$ cat src/rtl/mbist_burst_host.sv
// ---------------------------------------------------------------------------
// mbist_burst_host
//
// Wishbone burst master for the MBIST burst slave. The slave exposes an SRAM
// window and an MBIST register window. Each accepted command becomes exactly
// one burst. Write beats come from an internal write FIFO, and read beats are
// collected in an internal read FIFO. Beat flow uses the slave's burst-ready
// (wb_bry_o) and last-ack (wb_lack_i) handshake. A command that the slave
// cannot serve is rejected before any wishbone activity starts.
//
// Ports
//   wb_clk_i, rst_n        clock, asynchronous active-low reset
//   cmd_*                  command request (valid/ready, addr, we, bl, sel)
//   wdata_valid/wdata      write FIFO push; wdata_ready = FIFO can accept
//   rdata_valid/rdata      read FIFO head; rdata_ready pops it
//   done                   one-cycle pulse when a burst completes
//   err, err_code          one-cycle reject/abort pulse and its cause
//                          (1 bad length, 2 SRAM boundary, 3 slave error)
//   wb_*_o                 wishbone master request toward the slave
//   wb_dat_i, wb_ack_i,
//   wb_lack_i, wb_err_i    slave response
// ---------------------------------------------------------------------------
module mbist_burst_host #(
    parameter int FIFO_DEPTH = 8,
    parameter int FIFO_AW    = 3
) (
    input  logic        wb_clk_i,
    input  logic        rst_n,
    input  logic        cmd_valid,
    output logic        cmd_ready,
    input  logic [14:0] cmd_addr,
    input  logic        cmd_we,
    input  logic [9:0]  cmd_bl,
    input  logic [3:0]  cmd_sel,
    input  logic        wdata_valid,
    input  logic [31:0] wdata,
    output logic        wdata_ready,
    output logic        rdata_valid,
    output logic [31:0] rdata,
    input  logic        rdata_ready,
    output logic        done,
    output logic        err,
    output logic [1:0]  err_code,
    output logic        wb_stb_o,
    output logic        wb_we_o,
    output logic [14:0] wb_adr_o,
    output logic [3:0]  wb_sel_o,
    output logic [9:0]  wb_bl_o,
    output logic [31:0] wb_dat_o,
    output logic        wb_bry_o,
    input  logic [31:0] wb_dat_i,
    input  logic        wb_ack_i,
    input  logic        wb_lack_i,
    input  logic        wb_err_i
);

    typedef enum logic [1:0] {
        ST_IDLE  = 2'd0,
        ST_BURST = 2'd1,
        ST_FLUSH = 2'd2
    } state_e;

    localparam logic [FIFO_AW:0]   DEPTH_C   = (FIFO_AW + 1)'(FIFO_DEPTH);
    localparam logic [FIFO_AW:0]   ONE_C     = (FIFO_AW + 1)'(1);
    localparam logic [FIFO_AW:0]   TWO_C     = (FIFO_AW + 1)'(2);
    localparam logic [FIFO_AW-1:0] PTR_ONE_C = FIFO_AW'(1);

    localparam logic [1:0] ERR_LEN   = 2'd1;
    localparam logic [1:0] ERR_BOUND = 2'd2;
    localparam logic [1:0] ERR_SLAVE = 2'd3;

    // Control state
    state_e      state_q, state_d;
    logic [9:0]  beat_cnt_q, beat_cnt_d;
    logic        stb_q, stb_d;
    logic        we_q, we_d;
    logic [14:0] adr_q, adr_d;
    logic [3:0]  sel_q, sel_d;
    logic [9:0]  bl_q, bl_d;
    logic        done_q, done_d;
    logic        err_q, err_d;
    logic [1:0]  err_code_q, err_code_d;

    // Write FIFO
    logic [31:0]        wmem [FIFO_DEPTH];
    logic [FIFO_AW-1:0] wwp_q, wwp_d, wrp_q, wrp_d;
    logic [FIFO_AW:0]   wcnt_q, wcnt_d;

    // Read FIFO
    logic [31:0]        rmem [FIFO_DEPTH];
    logic [FIFO_AW-1:0] rwp_q, rwp_d, rrp_q, rrp_d;
    logic [FIFO_AW:0]   rcnt_q, rcnt_d;

    logic        is_reg;
    logic [10:0] end_word;
    logic        bad_len;
    logic        bad_bound;
    logic        beat_live;
    logic        w_push, w_pop, r_push, r_pop;

    // Command screening. The end word is formed in 11 bits so a burst that
    // runs past word 511 shows up as a value above 511 instead of wrapping.
    assign is_reg    = (cmd_addr[14:12] == 3'd0);
    assign end_word  = {2'b00, cmd_addr[10:2]} + {1'b0, cmd_bl} - 11'd1;
    assign bad_len   = (cmd_bl == 10'd0) || (is_reg && (cmd_bl != 10'd1));
    assign bad_bound = !is_reg && (end_word > 11'd511);

    // A beat only counts while beats are still owed; stray acks are dropped.
    assign beat_live = (state_q == ST_BURST) && wb_ack_i && !wb_err_i
                       && (beat_cnt_q != 10'd0);

    assign w_push = wdata_valid && wdata_ready;
    assign w_pop  = beat_live && we_q && (wcnt_q != '0);
    assign r_push = beat_live && !we_q && (rcnt_q != DEPTH_C);
    assign r_pop  = rdata_ready && (rcnt_q != '0);

    always_comb begin
        // NOTE: every _d signal takes its hold value first, so no branch of the
        // case below can leave one unassigned and infer a latch.
        state_d    = state_q;
        beat_cnt_d = beat_cnt_q;
        stb_d      = stb_q;
        we_d       = we_q;
        adr_d      = adr_q;
        sel_d      = sel_q;
        bl_d       = bl_q;
        done_d     = 1'b0;
        err_d      = 1'b0;
        err_code_d = err_code_q;

        wwp_d  = w_push ? wwp_q + PTR_ONE_C : wwp_q;
        wrp_d  = w_pop  ? wrp_q + PTR_ONE_C : wrp_q;
        wcnt_d = wcnt_q + (w_push ? ONE_C : '0) - (w_pop ? ONE_C : '0);
        rwp_d  = r_push ? rwp_q + PTR_ONE_C : rwp_q;
        rrp_d  = r_pop  ? rrp_q + PTR_ONE_C : rrp_q;
        rcnt_d = rcnt_q + (r_push ? ONE_C : '0) - (r_pop ? ONE_C : '0);

        case (state_q)
            ST_IDLE: begin
                if (cmd_valid) begin
                    if (bad_len) begin
                        err_d      = 1'b1;
                        err_code_d = ERR_LEN;
                    end else if (bad_bound) begin
                        err_d      = 1'b1;
                        err_code_d = ERR_BOUND;
                    end else begin
                        adr_d      = cmd_addr;
                        we_d       = cmd_we;
                        sel_d      = cmd_sel;
                        bl_d       = cmd_bl;
                        beat_cnt_d = cmd_bl;
                        stb_d      = 1'b1;
                        state_d    = ST_BURST;
                    end
                end
            end
            ST_BURST: begin
                if (wb_err_i) begin
                    stb_d      = 1'b0;
                    err_d      = 1'b1;
                    err_code_d = ERR_SLAVE;
                    state_d    = ST_FLUSH;
                end else begin
                    if (beat_live) begin
                        beat_cnt_d = beat_cnt_q - 10'd1;
                    end
                    if (wb_lack_i) begin
                        stb_d   = 1'b0;
                        done_d  = 1'b1;
                        state_d = ST_IDLE;
                    end
                end
            end
            ST_FLUSH: begin
                // Discard whatever write data the aborted burst left behind;
                // read data already collected stays available.
                wwp_d   = '0;
                wrp_d   = '0;
                wcnt_d  = '0;
                state_d = ST_IDLE;
            end
            default: begin
                state_d = ST_IDLE;
            end
        endcase
    end

    // NOTE: sequential state uses non-blocking assignment, so every flop
    // samples its _d value from the same pre-edge snapshot.
    always_ff @(posedge wb_clk_i or negedge rst_n) begin
        if (!rst_n) begin
            state_q    <= ST_IDLE;
            beat_cnt_q <= '0;
            stb_q      <= 1'b0;
            we_q       <= 1'b0;
            adr_q      <= '0;
            sel_q      <= '0;
            bl_q       <= '0;
            done_q     <= 1'b0;
            err_q      <= 1'b0;
            err_code_q <= '0;
            wwp_q      <= '0;
            wrp_q      <= '0;
            wcnt_q     <= '0;
            rwp_q      <= '0;
            rrp_q      <= '0;
            rcnt_q     <= '0;
        end else begin
            state_q    <= state_d;
            beat_cnt_q <= beat_cnt_d;
            stb_q      <= stb_d;
            we_q       <= we_d;
            adr_q      <= adr_d;
            sel_q      <= sel_d;
            bl_q       <= bl_d;
            done_q     <= done_d;
            err_q      <= err_d;
            err_code_q <= err_code_d;
            wwp_q      <= wwp_d;
            wrp_q      <= wrp_d;
            wcnt_q     <= wcnt_d;
            rwp_q      <= rwp_d;
            rrp_q      <= rrp_d;
            rcnt_q     <= rcnt_d;
        end
    end

    // NOTE: FIFO storage has no reset; the occupancy counters define which
    // entries are valid, and the data outputs read as 0 while a FIFO is empty.
    always_ff @(posedge wb_clk_i) begin
        if (w_push) begin
            wmem[wwp_q] <= wdata;
        end
        if (r_push) begin
            rmem[rwp_q] <= wb_dat_i;
        end
    end

    // Burst-ready. For writes the last beat may go with a single word queued.
    // For reads two free slots are required, because one ack can already be
    // in flight when bry is sampled.
    always_comb begin
        wb_bry_o = 1'b0;
        if (state_q == ST_BURST) begin
            if (we_q) begin
                wb_bry_o = (wcnt_q >= TWO_C)
                           || ((wcnt_q >= ONE_C) && (beat_cnt_q == 10'd1));
            end else begin
                wb_bry_o = ((DEPTH_C - rcnt_q) >= TWO_C);
            end
        end
    end

    assign cmd_ready   = (state_q == ST_IDLE);
    assign wdata_ready = (state_q != ST_FLUSH) && (wcnt_q != DEPTH_C);
    assign rdata_valid = (rcnt_q != '0);
    assign rdata       = (rcnt_q != '0) ? rmem[rrp_q] : '0;
    assign wb_dat_o    = (wcnt_q != '0) ? wmem[wrp_q] : '0;

    assign wb_stb_o = stb_q;
    assign wb_we_o  = we_q;
    assign wb_adr_o = adr_q;
    assign wb_sel_o = sel_q;
    assign wb_bl_o  = bl_q;
    assign done     = done_q;
    assign err      = err_q;
    assign err_code = err_code_q;

endmodule

$ cat config.mk
export PLATFORM = sky130hd
export DESIGN_NAME = mbist_burst_host
export DESIGN_NICKNAME = d
export VERILOG_FILES = /design/src/rtl/mbist_burst_host.sv
export SDC_FILE = /design/constraint.sdc
export NUM_CORES = 1
export LEC_CHECK = 0
export CAP_MARGIN = 10
export CORE_MARGIN = 1
export CORE_UTILIZATION = 40
export DETAILED_ROUTE_END_ITERATION = 10
export PLACE_DENSITY = 0.63
export SLEW_MARGIN = 20
export SYNTH_ARGS = -nofsm -noshare
export SYNTH_HDL_FRONTEND = slang
export SYNTH_SLANG_ARGS = --single-unit
export TNS_END_PERCENT = 10
$ cat constraint.sdc
create_clock -name wb_clk_i -period 4.8 [get_ports wb_clk_i]
set_input_delay 0.48 -clock wb_clk_i [delete_from_list [all_inputs] [get_ports wb_clk_i]]
set_output_delay 0.48 -clock wb_clk_i [all_outputs]
set_load 0.02 [all_outputs]
==> impl_results.md <==
* Run status: finished clean
* Routed WL per cell at ~22 microns
* Pleak at slightly below 10 nW
* WS Path Type: reg2out
* Maximum Capacitance Violations at 0
* Total CTS buffers at a little over 60
* First-pass GRT wire length at a little under 80000 microns
* Seq/Total Area, Yosys at 72.7%
* # setup viols final at 0
* Synth cell types at 60
* Fmax at roughly 0.26 GHz
* Post-route setup TNS at 0 ns
* Slew @ Worst Pin at 0.911 ns
* Final Non-Filler Cells at between 2000 and 2500
* CP arrival at about 3.4 ns
* Clock sink count at 579
* Post-CTS setup buffers at 0
* CTS Root Cell: clkbuf_16
* DR DRC count at 0
* Slew Limit Fails at 0
* Async S/R FF share, synth at around 12%
* Worst reg2reg endpoint: wcnt_q[2]
* Most common cell after layout, fill and taps aside: edfxtp_1
* Hold worst-path end: wb_adr_o[0]
* Die height at 244 microns
* Vias per cell at 5.17
* Layout Skew at about 0.033 ns
* Tcrit/Tclk final at around 80%
* Mapped Area at about 23000 sq um
* Clock latency on the worst-skew pair at 0.62 ns
* Slowest CP cell: dfrtp_4
* GRT overflow at 0
* Area added between synthesis and finish at 22.5%
* GPL Wtd Cong at around 0.83
* Crit-path max FO at 38
* Final Cell Area at between 20000 and 30000 sq um
* Min Tclk post-route at roughly 3.8 ns
* Die ar. at roughly 60000 sq um
* Post-Route WL at approximately 50000 microns
* Crit path capture type: primary output
* Slew margin rel. at between 30% and 40%
* Mapped Cells at 1235
* Synthesized area per cell at around 19 sq um
* Reg clk slew, reported paths at about 0.06 ns
* Reg2reg start: beat_cnt_q[0]
* Antenna viol nets, final at 0
* Maximum vdd drop at between 400 and 500 uV
* Row count at between 80 and 90
* Post-CTS sizing at 0
* Crit-path cells: buf_12 > mux4_2 > mux2i_1 > nor2_1 > clkdlybuf4s50_1
* Crit start category: flip-flop
* Post-synth EDFFs at ~500
* Critical Path Max Stage Delay at roughly 0.96 ns
* Most used DFF post-synth: edfxtp_1
* RSZ-0062 raised after global routing: no
* Final core occ at 49.7%
* Port bufs at 204
* Placed wire-length estimate at between 20000 and 30000 microns
* Die width at roughly 240 microns
* Largest net degree at the start of global routing at 68
* CP top delay family: flip-flops
* CTS tree: built
* Hold path depth at 2
* Vias at between 10000 and 15000
* I/O pins at 205
* Layout cells sized above 1 at about a fifth
* Vias in the first global route at around 13000
* Fillers at around 4800
* Yosys reg bits at about 580
* Pwr/cell area at between 500 and 600 nW/um^2
* Starting Density at approximately two fifths
* DR iter-0 viols at around 670
* Initial antenna violation count at 6
* Path depth of the worst reg2reg path at 11
* Commonest non-fill, non-tap cells in the layout: edfxtp_1, clkdlybuf4s50_1, mux4_2, nor2_1, mux2i_1
* Cts hold-fix bufs at 1
* HP Start: cmd_addr[0]
* Final hold vios at 0
* Nets at around 1600
* Pre-antenna DRT Iters at 8
* R2R setup slack at roughly 1.1 ns
* Critical Path RT at 4.32 ns
* Syn_nets at between 1000 and 1500
* Overall Global Routing Usage at between 10% and 20%
* Placed Instances at around 2200
* Worst min-delay path class: in2reg
* H-tree depth at 2
* Post-DP Area at 26600 sq um
* Max clock buf depth at 3
* Yosys warnings at 0
* Total power at 16.6 mW
* Crit path buffers/inverters at 2
* Core ar. at 57800 sq um
per-layer routing:
| layer | wire (microns) | vias up | global-route usage [%] |
|---|---|---|---|
| li1 | - | 5378 | - |
| met1 | 22100 | 6184 | 22.8 |
| met2 | 24400 | 248 | 27.9 |
| met3 | 2570 | 76 | 3.83 |
| met4 | 1030 | 6 | 4.58 |
| met5 | 37 | - | 0 |
metrics by stage:
step | setup WS (ns) | hold slack, ns
finish | 0.957 | 0.478
global route | 0.681 | 0.448
detailed placement | 0.789 | 0.496
global placement | 0.817 | 0.480
floorplan | 0.533 | 0.184
CTS | 0.812 | 0.432
cells by family (layout without fill, tap and decap cells):
logic type	after synthesis	count (layout)	share of synthesized area, %
other	0	3	0
AO/OA/AOI/OAI	76	76	2.37
AND/OR/NAND/NOR	190	190	3.69
flip-flops	579	579	72.7
multiplexers	218	218	16.3
adder cells (fa/ha/maj)	43	43	2.39
XOR/XNOR	13	13	0.486
buffers and inverters	116	411	2.01
worst register-to-register path, cell delays in order, from the launching register on:
cell and delay (ns):
dfrtp_1 0.44, inv_1 0.15, ha_1 0.23, or4b_2 0.68, o31ai_2 0.58, nor3b_1 0.26, ha_1 0.35, inv_1 0.04
ha_1 0.20, fa_1 0.42, xnor2_1 0.16, nor2_1 0.05
cells in the mapped netlist, types with 4 or more instances:
master	instances	area [sq um]
mux2i_1	67	671
nor2_1	108	405
xor2_1	5	43.8
edfxtp_1	512	15400
a21oi_1	10	50.1
nor3_1	11	55.1
nand2_1	22	82.6
o21ai_0	19	95.1
nor2b_1	6	37.5
nor4_1	4	25.0
buf_2	11	55.1
nand2b_1	7	43.8
and2_1	4	25.0
mux4_2	128	2880
a21o_1	4	30.0
dfrtp_1	67	1680
mux2_2	19	214
or4_1	4	30.0
ha_1	40	500
buf_1	9	33.8
xnor2_1	8	70.1
o211ai_1	13	97.6
nand3_1	9	45.0
inv_1	61	229
clkbuf_1	32	120
mux2_4	4	60.1
where the power goes:
group	switching, mW	leakage, nW	internal, mW
registers	0.573	5.43	6.08
clock network	1.94	1.03	2.99
logic	2.48	3.24	2.54
total	4.99	9.71	11.6
worst max path at each step:
| stage | from | to | slack [ns] | depth (start not counted) |
|---|---|---|---|---|
| after global routing | wrp_q[0] | wb_dat_o[2] | 0.68 | 5 |
| after CTS | wrp_q[0] | wb_dat_o[2] | 0.81 | 5 |
| final | wrp_q[0] | wb_dat_o[13] | 0.96 | 5 |
| after floorplan | wcnt_q[2] | wmem[0][0] | 0.53 | 6 |
| after detailed placement | cmd_bl[7] | wb_bl_o[5] | 0.79 | 11 |
| after global placement | cmd_bl[7] | wb_adr_o[4] | 0.82 | 11 |
registers in the layout (all words and copies together) (netlist names), 2 cells and up:
signal,flops
wrp_q,3
wwp_q,3
beat_cnt_q,10
wb_adr_o,15
rcnt_q,4
state_q,2
wmem,256
rwp_q,3
rrp_q,3
wb_sel_o,4
wcnt_q,4
wb_bl_o,10
rmem,256
err_code,2
layout make-up:
cell class                      instances  area [sq um]  share of cell area (%)
Clock inverter                         34           489                    1.70
Sequential cell                       579         17100                    59.4
Antenna cell                            3          7.51                  0.0261
Multi-Input combinational cell        540          6030                    21.0
Tap cell                              765           957                    3.33
Timing Repair Buffer                  235          2310                    8.05
Inverter                               61           229                   0.797
Clock buffer                           81          1630                    5.68
Note: power is estimated with default switching activity, not from simulation.
